[src/rtl/mem_ctrl_pkg.sv]
// Shared types and sizing helpers for the RAM read/write address controllers.
package mem_ctrl_pkg;

    typedef enum logic [1:0] {
        IDLE,
        READ,
        DRAIN
    } state_t;

    // Output buffer must hold every word that can be in the RAM pipeline
    // plus enough slack to keep one word per cycle flowing.
    function automatic int unsigned buf_depth(input int unsigned rd_latency);
        return rd_latency + 2;
    endfunction

endpackage

[src/rtl/mem_rd_ctrl_if.sv]
// Control, RAM read port and output stream of the read-back controller.
interface mem_rd_ctrl_if #(
    parameter int unsigned AWIDTH = 4,
    parameter int unsigned DWIDTH = 8
);
    logic              start_i;
    logic              abort_i;
    logic [AWIDTH:0]   len_i;
    logic              rden_o;
    logic [AWIDTH-1:0] rdaddr_o;
    logic [DWIDTH-1:0] rddata_i;
    logic [DWIDTH-1:0] data_o;
    logic              valid_o;
    logic              sop_o;
    logic              eop_o;
    logic              ready_i;
    logic              busy_o;
    logic              done_o;

    // Controller side.
    modport slave (
        input  start_i, abort_i, len_i, rddata_i, ready_i,
        output rden_o, rdaddr_o, data_o, valid_o, sop_o, eop_o, busy_o, done_o
    );

    // Requester / RAM / stream-sink side.
    modport master (
        output start_i, abort_i, len_i, rddata_i, ready_i,
        input  rden_o, rdaddr_o, data_o, valid_o, sop_o, eop_o, busy_o, done_o
    );
endinterface

[src/rtl/mem_rd_buf.sv]
// Small synchronous FIFO; entry 0 is the registered head presented downstream.
module mem_rd_buf #(
    parameter int unsigned WIDTH = 10,
    parameter int unsigned DEPTH = 4
) (
    input  logic                           clk,
    input  logic                           rst,
    input  logic                           flush,
    input  logic                           push,
    input  logic [WIDTH-1:0]               push_data,
    input  logic                           pop,
    output logic [WIDTH-1:0]               head_data,
    output logic                           not_empty,
    output logic [$clog2(DEPTH+1)-1:0]     usedw
);
    localparam int unsigned UW = $clog2(DEPTH + 1);

    logic [WIDTH-1:0] mem [DEPTH];
    logic [UW-1:0]    count;
    logic             do_pop;
    logic [UW-1:0]    wr_idx;

    // Write slot accounts for a same-cycle pop shifting everything down.
    always_comb begin
        do_pop = pop && (count != '0);
        wr_idx = count - UW'(do_pop);
    end

    // Shift-down storage: pop moves every entry one slot toward the head.
    always_ff @(posedge clk) begin
        if (rst || flush) begin
            count <= '0;
            for (int unsigned i = 0; i < DEPTH; i++) begin
                mem[i] <= '0;
            end
        end else begin
            if (do_pop) begin
                for (int unsigned i = 0; i < DEPTH - 1; i++) begin
                    mem[i] <= mem[i+1];
                end
            end
            if (push) begin
                for (int unsigned i = 0; i < DEPTH; i++) begin
                    if (wr_idx == UW'(i)) begin
                        mem[i] <= push_data;
                    end
                end
            end
            count <= count + UW'(push) - UW'(do_pop);
        end
    end

    assign head_data = mem[0];
    assign not_empty = (count != '0);
    assign usedw     = count;

endmodule

[src/rtl/mem_rd_ctrl.sv]
// Reads len words from RAM address 0 upward and emits them as a
// valid/ready packet; reads are credit-limited against the output buffer.
module mem_rd_ctrl
    import mem_ctrl_pkg::*;
#(
    parameter int unsigned AWIDTH     = 4,
    parameter int unsigned DWIDTH     = 8,
    parameter int unsigned RD_LATENCY = 2
) (
    input  logic          clk_i,
    input  logic          srst_i,
    mem_rd_ctrl_if.slave  bus
);
    localparam int unsigned BUF_DEPTH = buf_depth(RD_LATENCY);
    localparam int unsigned CW        = $clog2(BUF_DEPTH + 1);

    localparam logic [AWIDTH:0]   ONE_L     = 1;
    localparam logic [AWIDTH-1:0] ONE_A     = 1;
    localparam logic [CW:0]       CREDITS   = (CW+1)'(BUF_DEPTH);

    state_t              state_q, state_d;
    logic [AWIDTH:0]     len_q;
    logic [AWIDTH:0]     issued_q;
    logic [AWIDTH:0]     pushed_q;
    logic [AWIDTH-1:0]   rdaddr_q;
    logic [CW-1:0]       inflight_q;
    logic [RD_LATENCY-1:0] tag_q;
    logic                done_q;

    logic                rden;
    logic                busy;
    logic                credit_ok;
    logic                last_issue;
    logic                arrival;
    logic                pop;
    logic [DWIDTH+1:0]   head;
    logic                head_valid;
    logic [CW-1:0]       usedw;
    logic                sop_w;
    logic                eop_w;

    assign credit_ok  = ({1'b0, inflight_q} + {1'b0, usedw}) < CREDITS;
    assign last_issue = (issued_q == len_q - ONE_L);
    assign arrival    = tag_q[RD_LATENCY-1];
    assign pop        = head_valid && bus.ready_i;
    assign sop_w      = (pushed_q == '0);
    assign eop_w      = (pushed_q == len_q - ONE_L);

    // State register.
    always_ff @(posedge clk_i) begin
        if (srst_i) begin
            state_q <= IDLE;
        end else begin
            state_q <= state_d;
        end
    end

    // Next-state decode plus read-enable and busy outputs.
    always_comb begin
        state_d = state_q;
        rden    = 1'b0;
        busy    = (state_q != IDLE);
        unique case (state_q)
            IDLE: begin
                if (bus.start_i && (bus.len_i != '0)) begin
                    state_d = READ;
                end
            end
            READ: begin
                rden = credit_ok;
                if (credit_ok && last_issue) begin
                    state_d = DRAIN;
                end
            end
            DRAIN: begin
                if (pop && head[DWIDTH]) begin
                    state_d = IDLE;
                end
            end
            default: state_d = IDLE;
        endcase
        if (bus.abort_i) begin
            state_d = IDLE;
        end
    end

    // Counters, in-flight tag delay line and done pulse.
    always_ff @(posedge clk_i) begin
        if (srst_i) begin
            len_q      <= '0;
            issued_q   <= '0;
            pushed_q   <= '0;
            rdaddr_q   <= '0;
            inflight_q <= '0;
            tag_q      <= '0;
            done_q     <= 1'b0;
        end else if (bus.abort_i) begin
            issued_q   <= '0;
            pushed_q   <= '0;
            rdaddr_q   <= '0;
            inflight_q <= '0;
            tag_q      <= '0;
            done_q     <= 1'b0;
        end else begin
            done_q   <= 1'b0;
            tag_q[0] <= rden;
            for (int unsigned i = 1; i < RD_LATENCY; i++) begin
                tag_q[i] <= tag_q[i-1];
            end
            inflight_q <= inflight_q + CW'(rden) - CW'(arrival);
            if (arrival) begin
                pushed_q <= pushed_q + ONE_L;
            end
            unique case (state_q)
                IDLE: begin
                    if (bus.start_i) begin
                        if (bus.len_i != '0) begin
                            len_q    <= bus.len_i;
                            issued_q <= '0;
                            pushed_q <= '0;
                            rdaddr_q <= '0;
                        end else begin
                            done_q <= 1'b1;
                        end
                    end
                end
                READ: begin
                    if (rden) begin
                        issued_q <= issued_q + ONE_L;
                        // Hold the final address so a full-size packet never wraps.
                        if (!last_issue) begin
                            rdaddr_q <= rdaddr_q + ONE_A;
                        end
                    end
                end
                DRAIN: begin
                    if (pop && head[DWIDTH]) begin
                        done_q <= 1'b1;
                    end
                end
                default: ;
            endcase
        end
    end

    mem_rd_buf #(
        .WIDTH (DWIDTH + 2),
        .DEPTH (BUF_DEPTH)
    ) u_buf (
        .clk       (clk_i),
        .rst       (srst_i),
        .flush     (bus.abort_i),
        .push      (arrival && !bus.abort_i),
        .push_data ({sop_w, eop_w, bus.rddata_i}),
        .pop       (pop),
        .head_data (head),
        .not_empty (head_valid),
        .usedw     (usedw)
    );

    assign bus.rden_o   = rden;
    assign bus.rdaddr_o = rdaddr_q;
    assign bus.data_o   = head[DWIDTH-1:0];
    assign bus.valid_o  = head_valid;
    assign bus.sop_o    = head_valid && head[DWIDTH+1];
    assign bus.eop_o    = head_valid && head[DWIDTH];
    assign bus.busy_o   = busy;
    assign bus.done_o   = done_q;

endmodule

[src/flat_wrapper.sv]
// flat-port wrapper written by rule: the top's interface ports become plain ports
module mem_rd_ctrl_flat import mem_ctrl_pkg::*;
#(
    parameter int unsigned AWIDTH     = 4,
    parameter int unsigned DWIDTH     = 8,
    parameter int unsigned RD_LATENCY = 2
)
  (clk_i, srst_i, bus_start_i, bus_abort_i, bus_len_i, bus_rddata_i, bus_ready_i, bus_rden_o, bus_rdaddr_o, bus_data_o, bus_valid_o, bus_sop_o, bus_eop_o, bus_busy_o, bus_done_o);
  mem_rd_ctrl_if #(.AWIDTH(AWIDTH), .DWIDTH(DWIDTH)) bus_i ();
  input  logic clk_i;
  input  logic srst_i;
  input wire logic [$bits(bus_i.start_i)-1:0] bus_start_i;
  input wire logic [$bits(bus_i.abort_i)-1:0] bus_abort_i;
  input wire logic [$bits(bus_i.len_i)-1:0] bus_len_i;
  input wire logic [$bits(bus_i.rddata_i)-1:0] bus_rddata_i;
  input wire logic [$bits(bus_i.ready_i)-1:0] bus_ready_i;
  output wire logic [$bits(bus_i.rden_o)-1:0] bus_rden_o;
  output wire logic [$bits(bus_i.rdaddr_o)-1:0] bus_rdaddr_o;
  output wire logic [$bits(bus_i.data_o)-1:0] bus_data_o;
  output wire logic [$bits(bus_i.valid_o)-1:0] bus_valid_o;
  output wire logic [$bits(bus_i.sop_o)-1:0] bus_sop_o;
  output wire logic [$bits(bus_i.eop_o)-1:0] bus_eop_o;
  output wire logic [$bits(bus_i.busy_o)-1:0] bus_busy_o;
  output wire logic [$bits(bus_i.done_o)-1:0] bus_done_o;
  assign bus_i.start_i = bus_start_i;
  assign bus_i.abort_i = bus_abort_i;
  assign bus_i.len_i = bus_len_i;
  assign bus_i.rddata_i = bus_rddata_i;
  assign bus_i.ready_i = bus_ready_i;
  assign bus_rden_o = bus_i.rden_o;
  assign bus_rdaddr_o = bus_i.rdaddr_o;
  assign bus_data_o = bus_i.data_o;
  assign bus_valid_o = bus_i.valid_o;
  assign bus_sop_o = bus_i.sop_o;
  assign bus_eop_o = bus_i.eop_o;
  assign bus_busy_o = bus_i.busy_o;
  assign bus_done_o = bus_i.done_o;
  mem_rd_ctrl #(.AWIDTH(AWIDTH), .DWIDTH(DWIDTH), .RD_LATENCY(RD_LATENCY)) u_core (.clk_i(clk_i), .srst_i(srst_i), .bus(bus_i));
endmodule
[config.mk]
export PLATFORM = sky130hd
export DESIGN_NAME = mem_rd_ctrl_flat
export DESIGN_NICKNAME = d
export VERILOG_FILES = /design/src/rtl/mem_ctrl_pkg.sv /design/src/rtl/mem_rd_ctrl_if.sv /design/src/rtl/mem_rd_buf.sv /design/src/rtl/mem_rd_ctrl.sv /design/src/flat_wrapper.sv
export SDC_FILE = /design/constraint.sdc
export NUM_CORES = 1
export LEC_CHECK = 0
export CORE_ASPECT_RATIO = 1.75
export CORE_MARGIN = 2
export CORE_UTILIZATION = 45
export DETAILED_ROUTE_END_ITERATION = 8
export PLACE_DENSITY = 0.66
export RECOVER_POWER = 50
export SLEW_MARGIN = 40
export SYNTH_ARGS = -nofsm -noshare
export SYNTH_HDL_FRONTEND = slang
export SYNTH_SLANG_ARGS = --single-unit
[constraint.sdc]
create_clock -name clk_i -period 6.1 [get_ports clk_i]
set_input_delay 1.525 -clock clk_i [delete_from_list [all_inputs] [get_ports clk_i]]
set_output_delay 1.525 -clock clk_i [all_outputs]
set_load 0.01 [all_outputs]
==> metrics <==
final wirelength 6780 µm; Post-Syn Area 3440 µm²; Synth Register Bits 70; routed vias/inst 5.41; Slew Limit Fails 0; worst path cell trace dlygate4sd3_1 -> and2_0 -> ha_1 -> ha_1 -> xor2_1 -> nor3_1 -> nand3b_1 -> nand2_1; post-synth top area cell edfxtp_1; crit path time final 4.49 ns; hold path endpoint u_core.tag_q[1]; CP max FO 13; initial antenna violation count 0; Final HPWL DP 5040 µm; DRC Markers 0; Least-Margin Pin Slew 0.720 ns; mean area per synthesized cell 11.4 µm²; crit path kind in2reg; CP Launch Type input port; Pre-antenna DRT Iters 4; share of flip-flops with an asynchronous set or reset 0%; CTS tree built; total power 1.07 mW; Yosys top cell area share 34.9%; most common cell in the synthesized netlist edfxtp_1; Yosys warning count 0; setup TNS 0 ns; Synth Instances 303; Cell Count, Final, Fillers Out 427; Post-DRT Antenna Nets 0; Initial DRC Count 136; post-route setup slack 1.61 ns; largest net degree at the start of global routing 14; cell row count 42; number of port buffers 35; Primary FF master, synth edfxtp_1; area of the core 7510 µm²; skew final 0.00796 ns; Final Cycle Share 73.6%; Max clock buf depth 2; max_cap viols 0; final setup vio count 0; Final Wtd Congestion 0.784; Die Span X 70.1 µm; Worst Hold Launch u_core.tag_q[0]; Crit-path slowest cell dlygate4sd3_1; Hold Slack 0.418 ns; GRT Util Overall 17.8%; effective utilization at floorplan 45.8%; final hold viol count 0; vias in the first global route 2313; cts repair resizes 0; CTS root buf clkbuf_16; first-pass GRT wire length 11300 µm; IO Pins 36; Commonest cells post-synth edfxtp_1 (40), nor2_1 (33), dfxtp_1 (30), a22o_1 (16); clk_lat worst skew 0.34 ns; Hold Path Class reg2reg; CP Capture Type register; most used cell, CP ha_1; top area cells in the synthesized netlist edfxtp_1 (35%), dfxtp_1 (17%), ha_1 (4.7%), a22o_1 (4.1%), mux2i_1 (4.1%); status finished clean; clock sink total 70; Peak Freq 223 MHz; Critical R2R Launch u_core.u_buf.usedw[1]; Hold Path Stages 1; Critical R2R Capture u_core.u_buf.mem[1][7]; die span in y 120 µm; nets@finish 367; Post-CTS Hold Buffers 0; Area Overhead vs Synth 18.4%; H-Tree Depth 3; sequential share of the synthesized area 52.4%; antenna cells 0; placed cells 411; syn_nets 336; Worst EP arrival 4.48 ns; RSZ-0062 raised after global routing false; # Post-CTS Setup Buffers 0; slowest stage delay, CP 0.57 ns; Placement Setup Slack 1.68 ns; VDD IR max 191 µV; leakage power 1.62 nW; FF-to-FF setup slack 2.51 ns; PD cells 263 nW/µm²; share of cells above drive strength 1 6.78%; Rel. slew slack 51.8%; FF-to-FF path depth 8; Clock transition at path regs 0.06 ns; via count 2309; CTS buffer count 9; WP data required 6.09 ns; Synth cell types 46; GRT overflow 0; Wirelength per Cell 15.9 µm; Die Area 8390 µm²; EDFF count, synth 40
## cell families (layout without fill, tap and decap cells)
family	after synthesis	count (layout)	synth area share, %
adders and majority gates	15	15	5.89
muxes	14	14	4.07
DFF	70	70	52.4
and+or+nand+nor	101	101	15.9
AOI/OAI and AO/OA	43	43	9.49
xor gates and xnor gates	27	27	7.71
buffers and inverters	33	69	4.62
## critical path, delay by kind of cell
family,cells,cell delay (ns)
xor+xnor,1,0.16
fa+ha+maj,2,0.45
buf+inv,1,0.57
simple gates,4,1.76
## routing by layer
layer  global-route usage [%]  vias up  wire, µm  share of wire [%]
met5                        0        -         0                  0
met4                     7.69        0       104                1.5
met3                     5.29        8       251                3.7
met2                     32.5       40      3810                 56
met1                     18.6     1125      2620                 39
li1                         -     1136         -                  -
## registers in the layout (all words and copies together), names as in the netlist
signal	flops
u_core.issued_q	5
u_core.bus.done_o	1
u_core.pushed_q	5
u_core.tag_q	2
u_core.state_q	2
u_core.bus.rdaddr_o	4
u_core.inflight_q	3
u_core.u_buf.mem	40
u_core.len_q	5
u_core.u_buf.usedw	3
## layout make-up
type                    count  area [µm²]
fillers                   669        3440
flip-flops and latches     70        1800
multi-input cells         200        1460
repair buffers             37         365
clock buffers              10         229
well taps                  88         110
inverters                  16        60.1
clock inverters             6        46.3
## stage by stage
step | instance area, µm² | util, %
after floorplan | 3440 | -
after global placement | 3820 | 50.8
after detailed placement | 3820 | 50.8
after CTS | 4090 | 54.5
after global routing | 4070 | 54.2
final | 4070 | 54.2
## placed cells by master (no fill, tap or decap), drive strengths merged, types with 3 or more instances in the layout
master | Yosys | routed
inv | 15 | 17
nor2 | 34 | 34
nand3 | 9 | 9
clkinv | 1 | 3
a22o | 16 | 16
xnor2 | 14 | 14
xor2 | 11 | 11
edfxtp | 40 | 40
and2 | 15 | 15
nor3 | 8 | 8
a21oi | 5 | 5
ha | 13 | 13
nand2 | 12 | 12
or3 | 4 | 4
o21ai | 11 | 11
nand3b | 4 | 4
dlygate4sd3 | 0 | 20
dfxtp | 30 | 30
clkbuf | 5 | 10
clkdlybuf4s50 | 0 | 15
mux2i | 14 | 14
## power breakdown
part | internal (mW) | total (mW) | switching, mW
clock network | 0.278 | 0.484 | 0.207
logic | 0.0305 | 0.0659 | 0.0354
registers | 0.513 | 0.520 | 0.00732
total | 0.821 | 1.07 | 0.249
## how the worst max path moves through the flow
stage | startpoint | end | slack (ns)
final | bus_ready_i | u_core.u_buf.mem[1][7] | 1.61
after global placement | bus_ready_i | u_core.u_buf.mem[1][5] | 1.76
after global routing | bus_ready_i | u_core.u_buf.mem[1][7] | 1.37
after CTS | bus_ready_i | u_core.u_buf.mem[1][7] | 2.03
after floorplan | bus_ready_i | u_core.u_buf.mem[1][0] | 2.63
after detailed placement | bus_ready_i | u_core.u_buf.mem[1][5] | 1.68
(Power assumes the default switching activity.)
